**config.mk**
```make
export PLATFORM = sky130hd
export DESIGN_NAME = mem_stage_hs
export DESIGN_NICKNAME = d
export VERILOG_FILES = /design/src/rtl/mem_pkg.sv /design/src/rtl/mem_load_align.sv /design/src/rtl/mem_stage_hs.sv
export SDC_FILE = /design/constraint.sdc
export NUM_CORES = 1
export LEC_CHECK = 0
export ABC_AREA = 1
export CAP_MARGIN = 20
export CORE_MARGIN = 2
export CORE_UTILIZATION = 42
export DETAILED_ROUTE_END_ITERATION = 7
export GPL_ROUTABILITY_DRIVEN = 0
export PLACE_DENSITY = 0.77
export SLEW_MARGIN = 10
export SYNTH_ARGS = -nofsm -noshare
export SYNTH_HDL_FRONTEND = slang
export SYNTH_SLANG_ARGS = --single-unit
```
**constraint.sdc**
```tcl
create_clock -name CLK -period 4.9 [get_ports CLK]
set_input_delay 0.98 -clock CLK [delete_from_list [all_inputs] [get_ports CLK]]
set_output_delay 0.98 -clock CLK [all_outputs]
set_load 0.01 [all_outputs]
```
**src/rtl/mem_pkg.sv**
```systemverilog
// rtl/mem_pkg.sv - op encodings, op-class helpers and FSM state type for the memory stage
package mem_pkg;

    typedef enum logic [3:0] {
        OP_NONE = 4'd0,
        OP_LW   = 4'd1,
        OP_LH   = 4'd2,
        OP_LHU  = 4'd3,
        OP_LB   = 4'd4,
        OP_LBU  = 4'd5,
        OP_SW   = 4'd6,
        OP_SH   = 4'd7,
        OP_SB   = 4'd8
    } op_e;

    typedef enum logic [1:0] {SZ_B, SZ_H, SZ_W} size_e;

    typedef enum logic {ST_IDLE, ST_BUSY} state_e;

    function automatic logic is_load(input logic [3:0] op);
        return (op == OP_LW) || (op == OP_LH) || (op == OP_LHU) ||
               (op == OP_LB) || (op == OP_LBU);
    endfunction

    function automatic logic is_store(input logic [3:0] op);
        return (op == OP_SW) || (op == OP_SH) || (op == OP_SB);
    endfunction

    function automatic logic is_signed_load(input logic [3:0] op);
        return (op == OP_LH) || (op == OP_LB);
    endfunction

    function automatic size_e op_size(input logic [3:0] op);
        size_e sz;
        case (op)
            OP_LB, OP_LBU, OP_SB: sz = SZ_B;
            OP_LH, OP_LHU, OP_SH: sz = SZ_H;
            default:              sz = SZ_W;
        endcase
        return sz;
    endfunction

    // Alignment is judged on the two low address bits only.
    function automatic logic is_misaligned(input logic [3:0] op, input logic [1:0] lo);
        logic mis;
        mis = 1'b0;
        if (is_load(op) || is_store(op)) begin
            case (op_size(op))
                SZ_W:    mis = (lo != 2'b00);
                SZ_H:    mis = lo[0];
                default: mis = 1'b0;
            endcase
        end
        return mis;
    endfunction

endpackage

```
**src/rtl/mem_load_align.sv**
```systemverilog
// rtl/mem_load_align.sv - selects and extends the addressed byte/half of a big-endian read word
module mem_load_align
    import mem_pkg::*;
#(
    parameter int DATA_W = 32,
    parameter int OFF_W  = $clog2(DATA_W / 8)
) (
    input  logic [DATA_W-1:0] rdata,
    input  logic [OFF_W-1:0]  offset,
    input  logic [3:0]        op,
    output logic [DATA_W-1:0] data
);

    logic [DATA_W-1:0] shifted;
    logic [7:0]        byte_sel;
    logic [15:0]       half_sel;

    // Shifting left by the byte offset brings the addressed lane to the top (byte 0 position).
    always_comb begin
        shifted  = rdata << {offset, 3'b000};
        byte_sel = shifted[DATA_W-1 -: 8];
        half_sel = shifted[DATA_W-1 -: 16];
        case (op_size(op))
            SZ_B:    data = is_signed_load(op) ? {{(DATA_W-8){byte_sel[7]}}, byte_sel}
                                               : {{(DATA_W-8){1'b0}}, byte_sel};
            SZ_H:    data = is_signed_load(op) ? {{(DATA_W-16){half_sel[15]}}, half_sel}
                                               : {{(DATA_W-16){1'b0}}, half_sel};
            default: data = rdata;
        endcase
    end

endmodule

```
**src/rtl/mem_stage_hs.sv**
```systemverilog
// rtl/mem_stage_hs.sv - data-memory pipeline stage with req/ack handshake, bypass and timeout
module mem_stage_hs
    import mem_pkg::*;
#(
    parameter int DATA_W  = 32,
    parameter int REG_AW  = 5,
    parameter int TIMEOUT = 255
) (
    input  logic                   CLK,
    input  logic                   RESET,
    input  logic                   in_valid,
    input  logic [3:0]             in_op,
    input  logic [DATA_W-1:0]      in_addr,
    input  logic [DATA_W-1:0]      in_sdata,
    input  logic [REG_AW-1:0]      in_src_reg,
    input  logic [REG_AW-1:0]      in_dst_reg,
    input  logic                   in_wb_en,
    input  logic                   wb_valid,
    input  logic [REG_AW-1:0]      wb_reg,
    input  logic [DATA_W-1:0]      wb_data,
    output logic                   dm_req,
    output logic                   dm_we,
    output logic [DATA_W/8-1:0]    dm_be,
    output logic [DATA_W-1:0]      dm_addr,
    output logic [DATA_W-1:0]      dm_wdata,
    input  logic                   dm_ack,
    input  logic [DATA_W-1:0]      dm_rdata,
    output logic                   stall,
    output logic                   out_valid,
    output logic                   out_wb_en,
    output logic [REG_AW-1:0]      out_reg,
    output logic [DATA_W-1:0]      out_data,
    output logic                   misalign,
    output logic                   bus_err
);

    localparam int BE_W  = DATA_W / 8;
    localparam int OFF_W = $clog2(BE_W);
    localparam logic [15:0]     TO_LAST = 16'(TIMEOUT - 1);
    localparam logic [BE_W-1:0] BE_ONE  = BE_W'(1);
    localparam logic [BE_W-1:0] BE_TWO  = BE_W'(3);

    state_e              state_q, state_d;
    logic [15:0]         cnt_q, cnt_d;
    logic [3:0]          op_q, op_d;
    logic [OFF_W-1:0]    off_q, off_d;
    logic [REG_AW-1:0]   dst_q, dst_d;
    logic                wb_en_q, wb_en_d;
    logic                dm_we_q, dm_we_d;
    logic [BE_W-1:0]     dm_be_q, dm_be_d;
    logic [DATA_W-1:0]   dm_addr_q, dm_addr_d;
    logic [DATA_W-1:0]   dm_wdata_q, dm_wdata_d;
    logic                out_valid_q, out_valid_d;
    logic                out_wb_en_q, out_wb_en_d;
    logic [REG_AW-1:0]   out_reg_q, out_reg_d;
    logic [DATA_W-1:0]   out_data_q, out_data_d;
    logic                misalign_q, misalign_d;
    logic                bus_err_q, bus_err_d;

    logic [OFF_W-1:0]    in_off;
    logic                in_mem, in_mis, accept, timeout, bypass;
    logic [DATA_W-1:0]   sdata, lane_wdata, load_data;
    logic [BE_W-1:0]     lane_be;

    assign in_off  = in_addr[OFF_W-1:0];
    assign in_mem  = is_load(in_op) || is_store(in_op);
    assign in_mis  = is_misaligned(in_op, in_addr[1:0]);
    assign accept  = (state_q == ST_IDLE) && in_valid && in_mem && !in_mis;
    // An ack in the final counted cycle takes priority over the timeout.
    assign timeout = (state_q == ST_BUSY) && !dm_ack && (cnt_q == TO_LAST);

    mem_load_align #(
        .DATA_W (DATA_W),
        .OFF_W  (OFF_W)
    ) u_align (
        .rdata  (dm_rdata),
        .offset (off_q),
        .op     (op_q),
        .data   (load_data)
    );

    always_ff @(posedge CLK or posedge RESET) begin
        if (RESET) begin
            state_q <= ST_IDLE;
        end else begin
            state_q <= state_d;
        end
    end

    always_comb begin
        state_d = state_q;
        case (state_q)
            ST_IDLE: if (accept) state_d = ST_BUSY;
            ST_BUSY: if (dm_ack || timeout) state_d = ST_IDLE;
            default: state_d = ST_IDLE;
        endcase
    end

    // Request is a pure decode of the state flop so reset withdraws it without waiting for a clock.
    always_comb begin
        stall  = 1'b0;
        dm_req = 1'b0;
        if (state_q == ST_BUSY) begin
            stall  = 1'b1;
            dm_req = 1'b1;
        end
    end

    always_comb begin
        bypass = wb_valid && (wb_reg == in_src_reg) && (wb_reg != '0);
        sdata  = bypass ? wb_data : in_sdata;
        case (op_size(in_op))
            SZ_B: begin
                lane_wdata = {BE_W{sdata[7:0]}};
                lane_be    = BE_ONE << (OFF_W'(BE_W - 1) - in_off);
            end
            SZ_H: begin
                lane_wdata = {(BE_W/2){sdata[15:0]}};
                lane_be    = BE_TWO << (OFF_W'(BE_W - 2) - in_off);
            end
            default: begin
                lane_wdata = sdata;
                lane_be    = '1;
            end
        endcase
    end

    always_comb begin
        op_d       = op_q;
        off_d      = off_q;
        dst_d      = dst_q;
        wb_en_d    = wb_en_q;
        dm_we_d    = dm_we_q;
        dm_be_d    = dm_be_q;
        dm_addr_d  = dm_addr_q;
        dm_wdata_d = dm_wdata_q;
        cnt_d      = ((state_q == ST_BUSY) && (state_d == ST_BUSY)) ? cnt_q + 16'd1 : 16'd0;
        if (accept) begin
            op_d       = in_op;
            off_d      = in_off;
            dst_d      = in_dst_reg;
            wb_en_d    = in_wb_en;
            dm_we_d    = is_store(in_op);
            dm_be_d    = lane_be;
            dm_addr_d  = {in_addr[DATA_W-1:OFF_W], {OFF_W{1'b0}}};
            dm_wdata_d = lane_wdata;
        end
    end

    always_comb begin
        out_valid_d = 1'b0;
        out_wb_en_d = 1'b0;
        misalign_d  = 1'b0;
        bus_err_d   = 1'b0;
        out_reg_d   = out_reg_q;
        out_data_d  = out_data_q;
        if ((state_q == ST_IDLE) && in_valid && !accept) begin
            out_valid_d = 1'b1;
            out_reg_d   = in_dst_reg;
            out_data_d  = in_addr;
            if (in_mem) begin
                misalign_d = 1'b1;
            end else begin
                out_wb_en_d = in_wb_en;
            end
        end else if (state_q == ST_BUSY) begin
            if (dm_ack) begin
                out_valid_d = 1'b1;
                out_reg_d   = dst_q;
                out_data_d  = load_data;
                out_wb_en_d = wb_en_q && is_load(op_q);
            end else if (timeout) begin
                out_valid_d = 1'b1;
                out_reg_d   = dst_q;
                out_data_d  = '0;
                bus_err_d   = 1'b1;
            end
        end
    end

    always_ff @(posedge CLK or posedge RESET) begin
        if (RESET) begin
            cnt_q       <= '0;
            op_q        <= '0;
            off_q       <= '0;
            dst_q       <= '0;
            wb_en_q     <= 1'b0;
            dm_we_q     <= 1'b0;
            dm_be_q     <= '0;
            dm_addr_q   <= '0;
            dm_wdata_q  <= '0;
            out_valid_q <= 1'b0;
            out_wb_en_q <= 1'b0;
            out_reg_q   <= '0;
            out_data_q  <= '0;
            misalign_q  <= 1'b0;
            bus_err_q   <= 1'b0;
        end else begin
            cnt_q       <= cnt_d;
            op_q        <= op_d;
            off_q       <= off_d;
            dst_q       <= dst_d;
            wb_en_q     <= wb_en_d;
            dm_we_q     <= dm_we_d;
            dm_be_q     <= dm_be_d;
            dm_addr_q   <= dm_addr_d;
            dm_wdata_q  <= dm_wdata_d;
            out_valid_q <= out_valid_d;
            out_wb_en_q <= out_wb_en_d;
            out_reg_q   <= out_reg_d;
            out_data_q  <= out_data_d;
            misalign_q  <= misalign_d;
            bus_err_q   <= bus_err_d;
        end
    end

    assign dm_we     = dm_we_q;
    assign dm_be     = dm_be_q;
    assign dm_addr   = dm_addr_q;
    assign dm_wdata  = dm_wdata_q;
    assign out_valid = out_valid_q;
    assign out_wb_en = out_wb_en_q;
    assign out_reg   = out_reg_q;
    assign out_data  = out_data_q;
    assign misalign  = misalign_q;
    assign bus_err   = bus_err_q;

endmodule

```
* Word-level counts from Yosys, hierarchy flattened
Cells that the tools add are included.
Storage, ports and cells: register bits after elaboration 137, output and inout bits 112, logic and storage cells 118
Operators by class: multiplexer cells 37, shifts and indexed selects 3, eq/ne operators 21, bitwise gates (word level) 1, $add $sub $neg 3, reduce and logical (&&, ||, !) cells 37
Operators with widths (number):
- 32-bit 2-to-1 mux | 7
- 32-bit case mux with 2 select lines | 2
- 32-bit by 5-bit << shifter with 32-bit output | 1
- 4-bit by 3-bit == test with 1-bit output (second input constant) | 7
- 5-bit 2-to-1 mux | 4
- 1-bit 2-to-1 mux | 17
- 16-bit by 1-bit adder with 16-bit output (second input constant) | 1
- 16-bit by 8-bit == test with 1-bit output (second input constant) | 1
- 4-bit by 2-bit == test with 1-bit output (second input constant) | 4
- 16-bit 2-to-1 mux | 1
- 1-bit logical OR | 13
- 3-bit OR reduction | 4
- 1-bit logical AND | 10
- 4-bit by 1-bit == test with 1-bit output (second input constant) | 2
- 4-bit == test (second input constant) | 2
- 2-bit case mux with 2 select lines | 2
- 4-bit case mux with 2 select lines | 1
- 2-bit by 1-bit == test with 1-bit output (second input constant) | 3
- 5-bit == test | 1
- 5-bit nonzero test | 1
- 2-bit zero test | 2
- 1-bit case mux with 2 select lines | 2
- 2-bit nonzero test | 2
- 1-bit by 2-bit << shifter with 4-bit output (first input constant) | 1
- other kinds (8) | 11

* Longest topological paths before layout
Gate-level depths: netlist (run 1).
word-level depth 16, mapped depth 13, mapped depth without buffers 12

* Cells and area by module
Synthesis (run 1) repeated with hierarchy kept, for this count alone.
Second synthesis, totals: cell total of the unflattened synthesis 1156, area total of the unflattened synthesis 8050.2 um^2
By module, submodules not included:
- mem_stage_hs | sequential area each 3428.3 um^2, area an instance 6920.4 um^2, instances 1, cells an instance 913
- mem_load_align | sequential area each 0.0 um^2, area an instance 1129.8 um^2, instances 1, cells an instance 243

* Least setup slack after synthesis (run 1)
Ideal clock, no wire load.
path type input to register, start in in_addr[0], end reg out_data_q[20] (netlist: out_data[20]), setup time 0.117 ns, buffers on the path 1, slack 2.740 ns, required time 4.783 ns, data arrival time 2.042 ns, cell stages on the path 11, cell sequence inv_1 -> ha_1 -> inv_1 -> nand4_1 -> nand3_2 -> nand2_4 -> inv_2 -> buf_2 -> nand2_1 -> nand3_1 -> nand2_1
On the way: cells in the longest elaborated chain, start to end 9, elaborated cells on any way between the ends 11, classes of those cells mux (3); reduce/logical (8)
RTL lines:
- start: declaration | RTL line mem_stage_hs.sv:13 | input logic [DATA_W-1:0] in_addr,
- 2-bit nonzero test | RTL line mem_pkg.sv:49 | SZ_W: mis = (lo != 2'b00);
- 1-bit case mux with 2 select lines * | RTL line mem_pkg.sv:48 | case (op_size(op))
- 1-bit 2-to-1 mux * | RTL line mem_pkg.sv:47 | if (is_load(op) || is_store(op)) begin
- 1-bit zero test * | RTL line mem_stage_hs.sv:68 | assign accept = (state_q == ST_IDLE) && in_valid && in_mem && !in_mis;
- 1-bit logical AND * | RTL line mem_stage_hs.sv:68
- 1-bit zero test * | RTL line mem_stage_hs.sv:157 | if ((state_q == ST_IDLE) && in_valid && !accept) begin
- 1-bit logical AND * | RTL line mem_stage_hs.sv:157
- 3-bit nonzero test (no source line) / 2-bit nonzero test (equally long branches)
- 2-bit AND reduction (no source line)
- end signal: assignment | RTL line mem_stage_hs.sv:211 | out_data_q <= out_data_d;
- end: declaration | RTL line mem_stage_hs.sv:56 | logic [DATA_W-1:0] out_data_q, out_data_d;
Every way passes the cells marked *; elsewhere a longest branch is shown, timed or not. A chain may end at the register's enable or synchronous reset.

* Worst setup path in the final report (run 1)
start in in_addr[0], end reg dm_addr_q[13] (netlist: dm_addr[13])
On the way: cells in the longest elaborated chain, start to end 5
RTL lines:
- 2-bit nonzero test | RTL line mem_pkg.sv:49
- 1-bit case mux with 2 select lines * | RTL line mem_pkg.sv:48
- 1-bit 2-to-1 mux * | RTL line mem_pkg.sv:47
- 1-bit zero test * | RTL line mem_stage_hs.sv:68
- 1-bit logical AND * | RTL line mem_stage_hs.sv:68
- end signal: assignment | RTL line mem_stage_hs.sv:206 | dm_addr_q <= dm_addr_d;
- end: declaration | RTL line mem_stage_hs.sv:51 | logic [DATA_W-1:0] dm_addr_q, dm_addr_d;
Marks and branches as above.

==> results of run 1 <==
## cell families (layout without fill, tap and decap cells)
| logic type | after synthesis | count (layout) |
|---|---|---|
| buffers and inverters | 182 | 428 |
| adder cells (fa/ha/maj) | 7 | 7 |
| flip-flops | 137 | 137 |
| XOR/XNOR | 6 | 6 |
| AND/OR/NAND/NOR | 684 | 684 |
| AO/OA/AOI/OAI | 109 | 109 |
| other | 1 | 2 |
## where the power goes
part | internal, W | total, W | switching, W
clock network | 0.000920 | 0.00143 | 0.000513
registers | 0.00142 | 0.00163 | 0.000208
logic | 0.000830 | 0.00171 | 0.000880
## metrics by stage
| stage | hold WS (ns) | std cells | power (W) | utilization | setup WS (ns) |
|---|---|---|---|---|---|
| after floorplan | 0.4492 | 1127 | 0.002469 | - | 0.2522 |
| after global routing | 0.4926 | 1607 | 0.005042 | 0.6054 | 1.585 |
| after global placement | 0.4605 | 1575 | 0.003313 | 0.5701 | 1.487 |
| final | 0.4774 | 1607 | 0.004769 | 0.6054 | 1.792 |
| after CTS | 0.4813 | 1607 | 0.004795 | 0.6054 | 1.808 |
| after detailed placement | 0.4643 | 1575 | 0.003343 | 0.5701 | 1.367 |
## worst max-delay path: cells and delay by family
family / cells / cell delay (ns)
buffers and inverters: 5 / 1.83
and+or+nand+nor: 4 / 0.40
adders and majority gates: 1 / 0.24
## cell type report
class,count,area [sq um],area share
Clock inverter,14,219.0,0.01940
Timing Repair Buffer,269,2675,0.2370
Multi-Input combinational cell,808,3749,0.3321
Tap cell,234,292.8,0.02594
Inverter,127,484.2,0.04290
Clock buffer,18,439.2,0.03891
Sequential cell,137,3428,0.3037
## routing by layer
metal / up-vias / share of wire / GRT usage / wire, microns
li1: 4032 / - / - / -
met1: 3789 / 0.41 / 0.3315 / 10500
met2: 385 / 0.49 / 0.4387 / 12690
met3: 42 / 0.083 / 0.06885 / 2141
met4: 0 / 0.019 / 0.07105 / 501
met5: - / 0 / 0 / 0
## synth_stat cells (all sizes together)
cell type	instances	area [sq um]
a21oi	18	101.4
a22oi	2	15.01
and2	8	50.05
and3	1	6.260
buf	45	274.0
clkbuf	10	37.54
clkinv	1	3.750
conb	1	3.750
dfrtp	137	3428
ha	7	87.58
inv	126	475.5
nand2	403	1538
nand2b	2	12.51
nand3	103	525.5
nand3b	1	20.02
nand4	33	212.7
nor2	104	420.4
nor3	9	50.05
nor3b	8	60.06
nor4	2	12.51
o2111ai	6	52.55
o211ai	13	97.59
o21ai	68	344.1
o22ai	2	12.51
or2	10	62.56
xnor2	2	17.52
xor2	4	35.03
## worst max-delay path by stage
| stage | from | end | slack (ns) |
|---|---|---|---|
| 4_1_cts | in_addr[0] | dm_addr[13] | 1.81 |
| 3_5_place_dp | in_addr[0] | dm_addr[21] | 1.37 |
| 2_1_floorplan | RESET | bus_err | 0.25 |
| 6_report | in_addr[0] | dm_addr[13] | 1.79 |
| 3_3_place_gp | in_op[3] | dm_addr[31] | 1.49 |
| 5_1_grt | in_addr[0] | dm_addr[6] | 1.59 |
==> flow_summary.yaml, run 1 <==
sta:
  setup_viol: 0
  tightest_slew_ns: 0.9016
  drv_slew: 0
  setup_tns_ns: 0
  fmax_mhz: 321.8
  rsz0062_at_grt: "no"
  fin_crit_ns: 3.108
  finalCritPeriodShare: 0.6342
  fin_worst_skew_ns: 0.01561
  slew_headroom: 0.3981
  report.final.hold_viol_count: 0
layout:
  fillers: 1725
  fin_nets: 1520
  post_route_cells_drive_above_1_share: 0.05317
  final_common_cell: "nand2_1"
  postLayoutCellArea_sq_um: 11290
  area_delta_synth_final_pct: 41.86
  diodes: 0
  layout_common_cells: "397 x nand2_1, 262 x clkdlybuf4s50_1, 137 x dfrtp_1, 118 x inv_1, 101 x nand3_1"
global_route:
  grt.overflow.total: 0
  antenna_found_initial: 0
  grt_max_degree: 86
  gr-usage-all-layers: 0.2600
  grt_pass1_vias: 7817
  grt_pass1_wl_microns: 40920
die:
  die_h_microns: 141.6
  rows: 50
  dieArea_sq_um: 20060
  core_area_sq_um: 18640
  start_util: 0.4268
  die_w_microns: 141.6
  ios: 265
synthesis:
  synth_compound_area_frac: 0.07831
  synthXorXnorAreaFrac: 0.006605
  yosys.area_share.simple: 0.3733
  syn_area_sq_um: 7956
  yosysWarningCount: 0
  synthAdderAreaFrac: 0.01101
  synth_top_family_by_area: "simple AND/OR/NAND/NOR gates"
  synthMuxAreaShare: 0
  ys_seq_area_frac: 0.4309
  synth-seq-cells: 137
  synth.avg_cell_area_sq_um: 7.066
  synth_cell_types: 42
  syn_inst: 1126
job:
  maxCapViolCount: 0
worst_setup_path:
  critPathRequiredTime_ns: 5.26
  worstSetupPathType: "in -> reg"
  cp.arrival_ns: 3.47
  cp_slowest_stage_delay_ns: 0.68
  cp-end-kind: "flip-flop"
  worst-r2r-cell-count: 9
  slowest_stage: "inv_2"
  critPathLaunchType: "primary input"
  r2r_slack_ns: 2.45
  reg2reg_from: "off_q[0]"
  cp_max_fo: 55
  r2r_end: "out_data[10]"
  crit_chain: "clkdlybuf4s50_1, inv_1, ha_1, inv_1, nand4_1, nand3_4, inv_2, buf_4, nand2_1, nand2_1"
clocking:
  insertion_delay_ns: 0.43
  cts.htree.levels: 4
  cts.clk_slew.worst_paths_ns: 0.06
  cts_setup_buffers: 0
  cts_resized: 0
  clockBufferDepth: 2
  cts_hold_buf: 0
  cts_sinks: 137
  cts_tree: "done"
  clockRootBuffer: "clkbuf_16"
  cts_made_buffers: 17
power_and_ir_drop:
  peakVddDrop_v: 0.0002394
  static-leakage-power_nw: 5.520
  powerDensity_nw_per_um2: 422.5
worst_hold_path:
  hold_end: "out_data[1]"
  hold_path.class: "reg -> reg"
  min_from: "out_data[1]"
  min_path_cells: 2
drt:
  firstDrtPassIters: 5
  routed_wl_microns: 25830
  avgRoutedWirePerCell_microns: 16.08
  ant_nets: 0
  drc: 0
  vias: 8248
  drtIter0Drc: 691
  viasPerCell: 5.133
status:
  outcome: "complete, no violations"
placement:
  port-buffer-count: 262
  post-dp-hpwl_microns: 19080
  dpl-instance-area_sq_um: 10630
No activity file was read; power rests on OpenSTA's default activity.
==> run 2: changes to the inputs <==
- CORE_UTILIZATION: 42 -> 45
- PLACE_DENSITY: 0.77 -> 0.79
- clock period: 4.9 -> 3.24 ns (I/O delays scaled with it)
==> flow_summary.yaml, run 2 (same netlist as run 1, synthesis figures left out) <==
status:
  outcome: "complete, no violations"
die:
  die_h_microns: 137.0
  ios: 265
  dieArea_sq_um: 18760
  core_area_sq_um: 17300
  start_util: 0.4600
  die_w_microns: 137.0
  rows: 48
drt:
  routed_wl_microns: 25420
  drc: 0
  viasPerCell: 5.178
  ant_nets: 0
  vias: 8321
  avgRoutedWirePerCell_microns: 15.82
  drtIter0Drc: 616
  firstDrtPassIters: 5
clocking:
  cts_made_buffers: 17
  clockRootBuffer: "clkbuf_16"
  cts_tree: "done"
  clockBufferDepth: 2
  cts_resized: 0
  cts.clk_slew.worst_paths_ns: 0.06
  cts.htree.levels: 4
  cts_hold_buf: 0
  cts_sinks: 137
  insertion_delay_ns: 0.43
  cts_setup_buffers: 0
layout:
  diodes: 0
  post_route_cells_drive_above_1_share: 0.05933
  area_delta_synth_final_pct: 41.64
  fin_nets: 1529
  final_common_cell: "nand2_1"
  layout_common_cells: "397 x nand2_1, 262 x clkdlybuf4s50_1, 137 x dfrtp_1, 118 x inv_1, 101 x nand3_1"
power_and_ir_drop:
  static-leakage-power_nw: 5.523
  powerDensity_nw_per_um2: 608.4
  peakVddDrop_v: 0.0003862
worst_setup_path:
  cp-end-kind: "flip-flop"
  worstSetupPathType: "in -> reg"
  critPathRequiredTime_ns: 3.56
  cp_max_fo: 28
  cp.arrival_ns: 2.88
  critPathLaunchType: "primary input"
sta:
  fin_ws_ns: 0.6719
  rsz0062_at_grt: "no"
  fin_worst_skew_ns: 0.005268
  finalCritPeriodShare: 0.7926
  slew_headroom: 0.5714
  drv_slew: 0
  setup_viol: 0
  report.final.hold_viol_count: 0
  tightest_slew_ns: 0.6415
  setup_tns_ns: 0
  fin_crit_ns: 2.568
  fmax_mhz: 389.4
global_route:
  grt.overflow.total: 0
  globalRouteMet3Util: 0.07481
  gr-usage-all-layers: 0.2729
  grt_pass1_wl_microns: 39720
  busiest_layer: "met2"
  grt_max_degree: 67
  antenna_found_initial: 0
  use_met2: 0.4552
  grt_pass1_vias: 7858
  globalRouteMet1Util: 0.3286
placement:
  port-buffer-count: 262
  dp_worst_setup_slack_ns: 0.2811
  post-dp-hpwl_microns: 19160
worst_hold_path:
  hold_path.class: "reg -> reg"
job:
  maxCapViolCount: 0
run 2: changes by cell type in the layout (fill, tap and decap cells not counted), sizes merged:
cell      previous run  this run
buf                  7        16
bufinv               5         0
clkinv               6         8
clkinvlp             2         4
clkbuf              18        19
run 2: worst paths after layout:
check,startpoint,end,cells after the start,slack [ns]
min in group asynchronous,RESET,dm_be[2],2,0.66
worst max-delay path,in_addr[1],out_data[30],11,0.67
worst max register to register,op_q[3],out_data[27],9,1.01
max in group asynchronous,RESET,dm_addr[7],3,1.82
worst min-delay path,dm_wdata[8],dm_wdata[8],2,0.47
worst min register to register,dm_wdata[8],dm_wdata[8],2,0.47
run 2: layer usage:
metal | wire [microns] | vias up
li1 | - | 4067
met5 | 0 | -
met2 | 12190 | 399
met3 | 2455 | 59
met1 | 9901 | 3796
met4 | 875 | 0
run 2: area by class of cell:
type                            count  area, sq um
Fill cell                        1526         6027
Multi-Input combinational cell    808         3749
Sequential cell                   137         3428
Timing Repair Buffer              278         2780
Inverter                          127        483.0
Clock buffer                       19        452.9
Tap cell                          225        281.5
Clock inverter                     13        95.09
run 2: per-stage QoR:
stage                 util  total power, W  std cells  area, sq um  hold WS [ns]
global placement    0.6199        0.005009       1575        10720        0.4605
CTS                 0.6515        0.006888       1607        11270        0.4798
finish              0.6515        0.006857       1607        11270        0.4744
global route        0.6515        0.007248       1607        11270        0.4913
floorplan                -        0.003735       1127         7964        0.4492
detailed placement  0.6199        0.005063       1575        10720        0.4648
run 2: worst max-delay path: stages:
cell	delay, ns
clkdlybuf4s50_1	0.58
inv_1	0.11
ha_1	0.23
inv_1	0.07
nand4_1	0.15
nand3_4	0.19
nand2_4	0.21
inv_2	0.41
nand2_1	0.12
nand3_1	0.10
nand2_1	0.06
run 2: report_power, final:
| group | total (W) | switching (W) | internal, W |
|---|---|---|---|
| combinational | 0.00260 | 0.00133 | 0.00127 |
| clock | 0.00180 | 0.000783 | 0.00102 |
| sequential | 0.00245 | 0.000302 | 0.00215 |
| total | 0.00686 | 0.00242 | 0.00444 |
==> run 3: changes to the inputs <==
- CORE_UTILIZATION: 45 -> 42
- PLACE_DENSITY: 0.79 -> 0.77
- clock period: 3.24 -> 2.2 ns (I/O delays scaled with it)
==> flow_summary.yaml, run 3 (same netlist as run 1, synthesis figures left out) <==
layout:
  fillers: 1613
  fin_nets: 1572
  layout_common_cells: "397 x nand2_1, 262 x clkdlybuf4s50_1, 137 x dfrtp_1, 118 x inv_1, 101 x nand3_1"
  multiInputGateArea_sq_um: 3749
  area_delta_synth_final_pct: 47.77
  final_common_cell: "nand2_1"
  register_area_sq_um: 3428
  post_route_cells_drive_above_1_share: 0.08702
  diodes: 0
die:
  die_h_microns: 141.6
  dieArea_sq_um: 20060
  rows: 50
  core_area_sq_um: 18640
  start_util: 0.4268
  ios: 265
  die_w_microns: 141.6
drt:
  vias: 8397
  drtIter0Drc: 608
  viasPerCell: 5.061
  routed_wl_microns: 25610
  drc: 0
  avgRoutedWirePerCell_microns: 15.44
  firstDrtPassIters: 6
  ant_nets: 0
global_route:
  gr-usage-all-layers: 0.2583
  grt_pass1_wl_microns: 41120
  antenna_found_initial: 0
  grt_pass1_vias: 8065
  grt.overflow.total: 0
  grt_max_degree: 51
job:
  maxCapViolCount: 0
clocking:
  insertion_delay_ns: 0.42
  cts.clk_slew.worst_paths_ns: 0.07
  clockBufferDepth: 2
  cts_setup_buffers: 0
  cts_sinks: 137
  cts_tree: "done"
  clockRootBuffer: "clkbuf_16"
  cts.htree.levels: 4
  cts_hold_buf: 0
  cts_made_buffers: 17
  cts_resized: 0
power_and_ir_drop:
  powerDensity_nw_per_um2: 881.2
  p_total_w: 0.01036
  static-leakage-power_nw: 5.787
  peakVddDrop_v: 0.0005615
worst_setup_path:
  cp.arrival_ns: 2.31
  critPathRequiredTime_ns: 2.56
  cp_max_fo: 33
  worstSetupPathType: "in -> reg"
  cp-end-kind: "flip-flop"
  critPathLaunchType: "primary input"
sta:
  fin_crit_ns: 1.948
  finalCritPeriodShare: 0.8855
  report.final.hold_viol_count: 0
  setup_viol: 0
  setup_tns_ns: 0
  drv_slew: 0
  slew_headroom: 0.6032
  fmax_mhz: 513.3
  fin_worst_skew_ns: 0.009490
  tightest_slew_ns: 0.5931
  rsz0062_at_grt: "no"
placement:
  port-buffer-count: 262
  post-dp-hpwl_microns: 19740
worst_hold_path:
  hold_path.class: "in -> async"
status:
  outcome: "complete, no violations"
[run 3: cell count changes in the layout (fill, tap and decap cells not counted), sizes merged]
cell,before,now
buf,16,59
bufinv,0,1
clkinv,8,9
clkinvlp,4,3
inv,128,127
[run 3: where the power goes]
part	switching [W]	internal [W]
Clock	0.00114	0.00159
Combinational	0.00203	0.00202
Sequential	0.000427	0.00316
[run 3: stage by stage]
step / hold slack (ns) / instances / instance area [sq um] / worst slack [ns] / util
2_1_floorplan: 0.4492 / 1127 / 7964 / 0.05287 / -
3_3_place_gp: 0.4607 / 1627 / 11190 / -0.08099 / 0.6004
3_5_place_dp: 0.4648 / 1627 / 11190 / -0.1574 / 0.6004
4_1_cts: 0.4200 / 1659 / 11760 / 0.2848 / 0.6307
5_1_grt: 0.4447 / 1659 / 11760 / 0.05976 / 0.6307
6_report: 0.4148 / 1659 / 11760 / 0.2519 / 0.6307
[run 3: worst paths after layout]
check	start	slack (ns)	end	cells after the start
min in group CLK	out_data[10]	0.48	out_data[10]	2
hold reg to reg	out_data[10]	0.48	out_data[10]	2
max in group asynchronous	RESET	1.14	out_data[29]	3
setup / recovery	in_op[2]	0.25	dm_wdata[16]	11
setup reg to reg	cnt_q[0]	0.29	out_data[26]	11
hold / removal	RESET	0.41	dm_be[2]	2
[run 3: area by class of cell]
type / instances / share of cell area
clock buffers: 19 / 0.03767
clock inverters: 13 / 0.01032
inverters: 127 / 0.04108
multi-input cells: 808 / 0.3188
flip-flops and latches: 137 / 0.2916
well taps: 234 / 0.02490
repair buffers: 321 / 0.2756
[run 3: critical path: stages]
cell             delay, ns
clkdlybuf4s50_1       0.47
inv_1                 0.13
nand2_1               0.06
nand3_1               0.09
o21ai_2               0.08
nor2_4                0.11
nand3_4               0.12
inv_2                 0.17
buf_4                 0.39
nand3_1               0.13
nand3_1               0.08
[run 3: metal layers]
metal  vias up  GRT usage  routed length, microns
met5         -          0                       0
met4         0    0.09474                     768
li1       4142          -                       -
met1      3827     0.3222                   10420
met2       376     0.4356                   12250
met3        52    0.06446                    2164
